`src/rtl/l1_writeback_buffer.sv`:
```
// Single-entry L1->L2 writeback buffer: holds one evicted dirty line until L2 acknowledges it.
// Optional probe forwarding from the buffered line is enabled by defining L1_WB_FORWARD_EN.
module l1_writeback_buffer #(
  parameter int LINE_BITS   = 256,
  parameter int ADDR_BITS   = 16,
  parameter int OFFSET_BITS = 5,
  parameter int CNT_BITS    = 8
) (
  input  logic                 clk,
  input  logic                 reset_n,
  input  logic                 evict_req,
  input  logic [ADDR_BITS-1:0] evict_addr,
  input  logic [LINE_BITS-1:0] evict_data,
  output logic                 evict_ready,
  input  logic                 l2_grant,
  output logic                 l2_write,
  output logic [ADDR_BITS-1:0] l2_address,
  output logic [LINE_BITS-1:0] l2_wdata,
  input  logic                 l2_resp,
  input  logic [ADDR_BITS-1:0] probe_addr,
  output logic                 probe_hit,
  output logic [LINE_BITS-1:0] probe_data,
  output logic [CNT_BITS-1:0]  wb_count,
  output logic                 drop_err
);

  typedef enum logic [1:0] {
    ST_EMPTY = 2'd0,
    ST_HOLD  = 2'd1,
    ST_WRITE = 2'd2
  } state_e;

  state_e               state_q;
  logic                 l2_write_q;
  logic [ADDR_BITS-1:0] line_addr_q;
  logic [LINE_BITS-1:0] line_data_q;
  logic [CNT_BITS-1:0]  wb_count_q;
  logic                 drop_err_q;
  logic                 unused_bits;

  always_ff @(posedge clk or negedge reset_n) begin
    if (!reset_n) begin
      state_q     <= ST_EMPTY;
      l2_write_q  <= 1'b0;
      line_addr_q <= '0;
      line_data_q <= '0;
      wb_count_q  <= '0;
      drop_err_q  <= 1'b0;
    end else begin
      case (state_q)
        ST_EMPTY: begin
          if (evict_req) begin
            line_addr_q <= {evict_addr[ADDR_BITS-1:OFFSET_BITS], {OFFSET_BITS{1'b0}}};
            line_data_q <= evict_data;
            state_q     <= ST_HOLD;
          end
        end
        ST_HOLD: begin
          if (l2_grant) begin
            state_q    <= ST_WRITE;
            l2_write_q <= 1'b1;
          end
        end
        ST_WRITE: begin
          // Grant is no longer consulted; the request is held until L2 answers.
          if (l2_resp) begin
            state_q    <= ST_EMPTY;
            l2_write_q <= 1'b0;
            if (wb_count_q != {CNT_BITS{1'b1}}) begin
              wb_count_q <= wb_count_q + 1'b1;
            end
          end
        end
        default: begin
          state_q    <= ST_EMPTY;
          l2_write_q <= 1'b0;
        end
      endcase
      // Any eviction offered while the buffer is occupied is lost, including on the resp cycle.
      if (evict_req && (state_q != ST_EMPTY)) begin
        drop_err_q <= 1'b1;
      end
    end
  end

  assign evict_ready = (state_q == ST_EMPTY);
  assign l2_write    = l2_write_q;
  assign l2_address  = line_addr_q;
  assign l2_wdata    = line_data_q;
  assign wb_count    = wb_count_q;
  assign drop_err    = drop_err_q;

`ifdef L1_WB_FORWARD_EN
  assign probe_hit   = (state_q != ST_EMPTY) &&
                       (probe_addr[ADDR_BITS-1:OFFSET_BITS] == line_addr_q[ADDR_BITS-1:OFFSET_BITS]);
  assign probe_data  = probe_hit ? line_data_q : '0;
  assign unused_bits = ^{evict_addr[OFFSET_BITS-1:0], probe_addr[OFFSET_BITS-1:0]};
`else
  assign probe_hit   = 1'b0;
  assign probe_data  = '0;
  assign unused_bits = ^{evict_addr[OFFSET_BITS-1:0], probe_addr};
`endif

endmodule

```
`config.mk`:
```
export PLATFORM = sky130hd
export DESIGN_NAME = l1_writeback_buffer
export DESIGN_NICKNAME = d
export VERILOG_FILES = /design/src/rtl/l1_writeback_buffer.sv
export SDC_FILE = /design/constraint.sdc
export NUM_CORES = 1
export LEC_CHECK = 0
export CAP_MARGIN = 30
export CORE_AREA = 2 2 323 325
export DETAILED_ROUTE_END_ITERATION = 7
export DIE_AREA = 0 0 325 327
export GPL_TIMING_DRIVEN = 1
export PLACE_DENSITY = 0.37
export SLEW_MARGIN = 20
export SYNTH_ARGS = -nofsm -noshare
export SYNTH_HDL_FRONTEND = slang
export SYNTH_SLANG_ARGS = --single-unit
export TNS_END_PERCENT = 5
```
`constraint.sdc`:
```
create_clock -name clk -period 1.85 [get_ports clk]
set_input_delay 0.555 -clock clk [delete_from_list [all_inputs] [get_ports clk]]
set_output_delay 0.555 -clock clk [all_outputs]
set_load 0.005 [all_outputs]
```
# Word level (Yosys, flattened, before mapping)
# Cells that the tools add are included.
# Widths: inputs -> output; s select.
totals:
  ff_bits: 279
  in_bits: 293
  word_cells: 28
classes:
  n_addsub: 1
  eq_ne: 6
  n_bitwise: 1
  reduce_logical: 7
  mux: 7
ops:
  columns: ["op", "count"]
  rows:
  - ["$reduce_and 3->1", 3]
  - ["$add 8x1->8 const B", 1]
  - ["$ne 8x8->1 const B", 1]
  - ["$mux 2", 3]
  - ["$ne 2x2->1 const B", 3]
  - ["$pmux 2 s3", 1]
  - ["$pmux 1 s3", 1]
  - ["$eq 2x1->1 const B", 1]
  - ["$eq 2x2->1 const B", 1]
  - ["$logic_not 2->1", 1]
  - ["$mux 1", 2]
  - ["$reduce_and 2->1", 1]
  - ["$reduce_bool 2->1", 1]
  - ["$logic_and 1x1->1", 1]
  - ["$not 1->1", 1]

# Logic depth before layout (Yosys ltp)
logic_depth:
  depth_word: 3
  mapped_depth: 6
  ltp_nobuf: 4

# Worst setup path before layout
# Ideal clock, no wire load.
synth_timing:
  path_type: "reg2reg"
  start: "register state_q[1]"
  end: "register line_data_q[100] (netlist: l2_wdata[100])"
  path_buffers: 3
  t_arrival_ns: 1.409
  slack_ns: 0.316
  setup_time_ns: 0.125
  path_stages_with_launch: 7
  path_cell_list: "dfrtp_1 -> nor2_2 -> and2_1 -> buf_6 -> buf_8 -> buf_6 -> mux2_4"
synth_between:
  elab_chain_cells: 2
synth_rtl:
  columns: ["element", "line", "text"]
  rows:
  - ["start: declaration", "33", "state_e state_q;"]
  - ["start signal: assignment", "43", "state_q <= ST_EMPTY;"]
  - ["start signal: assignment", "55", "state_q <= ST_HOLD;"]
  - ["start signal: assignment", "60", "state_q <= ST_WRITE;"]
  - ["$logic_not 2->1", null, null]
  - ["net evict_ready", "14", "output logic evict_ready,"]
  - ["$reduce_and 2->1 (no line)", null, null]
  - ["end signal: assignment", "54", "line_data_q <= evict_data;"]
  - ["end: declaration", "36", "logic [LINE_BITS-1:0] line_data_q;"]
# The timed path passes the listed nets, and every way through them passes these cells.
# A chain may end at the register's enable or synchronous reset.

# Final worst setup path
layout_timing:
  start: "register line_data_q[25] (netlist: l2_wdata[25])"
  end: "output l2_wdata[25]"
layout_lines:
  columns: ["element", "line", "text"]
  rows:
  - ["end: declaration", "18", "output logic [LINE_BITS-1:0] l2_wdata,"]
# No word-level cell between the ends.

==> reports/qor.yml <==
path_delay_family: "flip-flops"
slew_violations: 0
p_total_w: 0.02922
critPathArrivalTime_ps: 1220
hold_path_class: "flip-flop to flip-flop"
ys_warn_count: 0
rows: 118
slowest_stage: "dfrtp_1"
grt_max_degree: 48
cp-start-kind: "flip-flop"
timing.fmax_mhz: 562.9
clk_latency_ps: 570
synth_area_sq_mm: 0.01342
die_h_um: 327
core_sq_mm: 0.1029
cpPeakStageDelay_ps: 380
critPathBufInv: 1
layout_common_cells: "275 x dfrtp_1, 270 x clkdlybuf4s50_1, 262 x conb_1, 230 x mux2_4, 173 x clkdlybuf4s15_1"
fin_skew_ps: 16.51
worstPathMaxFanout: 2
path_cells: "dlygate4sd2_1"
syn_to_final_growth_pct: 56.38
dp_hpwl_um: 32710
critical_path_class: "flip-flop to primary output"
grt_setup_unrepaired: "true"
p_leak_nw: 9.376
syn_avg_cell_area_sq_um: 15.25
die_area_sq_mm: 0.1063
drive_above_1_share: 0.2679
p_per_area_mw_per_mm2: 1392
cts_tree: "done"
hold_violations: 0
vdd.ir_drop.worst_v: 0.0005940
ant_nets: 0
numCtsBuffers: 38
final_common_cell: "dfrtp_1"
fin_crit_sh: 0.9602
status: "completed"
gr-total-overflow: 0
antenna_cells: 0
post-route-util: 0.2040
r2r_slack_ps: 160
grtUsageTotal: 0.07672
finalCriticalPeriod_ps: 1776
antenna_found_initial: 0
drc_errors: 0
port_buffers: 549
clk_pin_slew_worst_paths_ps: 50
ys_seq_area_frac: 0.5202
via_count: 8222
syn_inst: 880
gp_congestion: 0.7731
htreeDepth: 2
dr.pass1.iters: 4
wirelength_um: 42600
synth-seq-cells: 279
io_pins: 833
avgRoutedWirePerCell_um: 14.69
cp-end-kind: "primary output"
grt_pass1_wl_um: 60910
initial_core_util: 0.1304
grt_pass1_vias: 8703
numClockSinks: 279
setup_viol: 0
vias_per_cell: 2.836
clock_path_buffers: 3
fin_ws_ps: 73.58
dp_cells: 2825
ys_types: 27
drt-initial-drc-count: 239
final_cells: 2899
required_ps: 1290
dp_slack_ps: -372.4
maxCapViolCount: 0
cts.root.buffer_cell: "clkbuf_16"
die_w_um: 325
finalNetCount: 1790
==> cell usage after synthesis <==
library cell,number,share of area
nor2_1,2,0.00056
buf_6,25,0.021
inv_1,1,0.00028
mux2_4,230,0.26
mux2_2,41,0.034
nand3_1,2,0.00075
a21oi_1,1,0.00037
nand4_1,2,0.00093
buf_4,262,0.15
and3_1,3,0.0014
o2111ai_1,1,0.00065
nor2_2,1,0.00047
o211ai_1,2,0.0011
ha_1,1,0.00093
buf_8,2,0.0022
nand2b_1,2,0.00093
and4_1,1,0.00065
o21ai_0,4,0.0015
conb_1,1,0.00028
nand2_1,6,0.0017
and3b_1,1,0.00065
xnor2_1,4,0.0026
dfrtp_1,279,0.52
clkbuf_1,1,0.00028
mux2i_1,1,0.00075
and2_1,1,0.00047
buf_2,3,0.0011
==> stage by stage <==
step                TNS (ps)  hold slack (ps)  area [sq um]
floorplan                  0            259.4         14400
global placement      -83080            461.3         19840
detailed placement    -77130            455.3         19840
CTS                   -22.43            466.3         20980
global route          -8.612            492.9         20990
finish                     0            462.0         20990
==> final timing paths <==
path / from / endpoint / depth (start not counted)
setup / recovery: l2_wdata[25]$_DFFE_PN0P_ / l2_wdata[25] / 1
min in group asynchronous: reset_n / l2_wdata[142]$_DFFE_PN0P_ / 2
hold reg to reg: drop_err$_DFFE_PN0P_ / drop_err$_DFFE_PN0P_ / 1
setup reg to reg: wb_count[0]$_DFFE_PN0P_ / wb_count[1]$_DFFE_PN0P_ / 5
max in group asynchronous: reset_n / l2_wdata[13]$_DFFE_PN0P_ / 3
hold / removal: drop_err$_DFFE_PN0P_ / drop_err$_DFFE_PN0P_ / 1
==> report_power, final <==
part / switching (W) / internal, W
Sequential: 0.00162 / 0.00892
Combinational: 0.00397 / 0.00759
Clock: 0.00292 / 0.00421
==> logic make-up after synthesis <==
kind of cell,share of synthesized area
AO/OA/AOI/OAI,0.003635
XOR/XNOR,0.002610
adder cells (fa/ha/maj),0.0009321
buffers and inverters,0.1714
flip-flops,0.5202
multiplexers,0.2924
other,0.0002794
AND/OR/NAND/NOR,0.008484
==> layout make-up <==
class	count	area, sq um
fillers	11132	81920
flip-flops and latches	279	6987
repair buffers	608	5971
multi-input cells	568	5121
well taps	1380	1727
clock buffers	56	1090
clock inverters	7	90.09
inverters	1	3.754
==> sequential cells by signal, summed over array words and instances, names as in the netlist <==
name,cells
wb_count,8
l2_write,1
l2_wdata,256
drop_err,1
state_q,2
l2_address,11
==> routing by layer <==
metal  global-route usage  part of all wire  vias to the layer above  routed length [um]
met1              0.08148              0.36                     4068               15350
met5                    0                 0                        -                   0
li1                     -                 -                     3684                   -
met4              0.03120             0.028                        0                1211
met2               0.1388              0.53                      409               22660
met3              0.02592             0.079                       61                3373
==> what timing repair did <==
item / 4_1_cts / 5_1_grt
hold buffers: 1 / 0
endpoints found under the hold margin: 22 / 0
resized for setup: 491 / 11
pin swaps: 1 / 0
setup endpoints to repair: 278 / 12
gates cloned: 0 / 0
setup buffers: 10 / 0
Power figures use the tool's default switching activity.
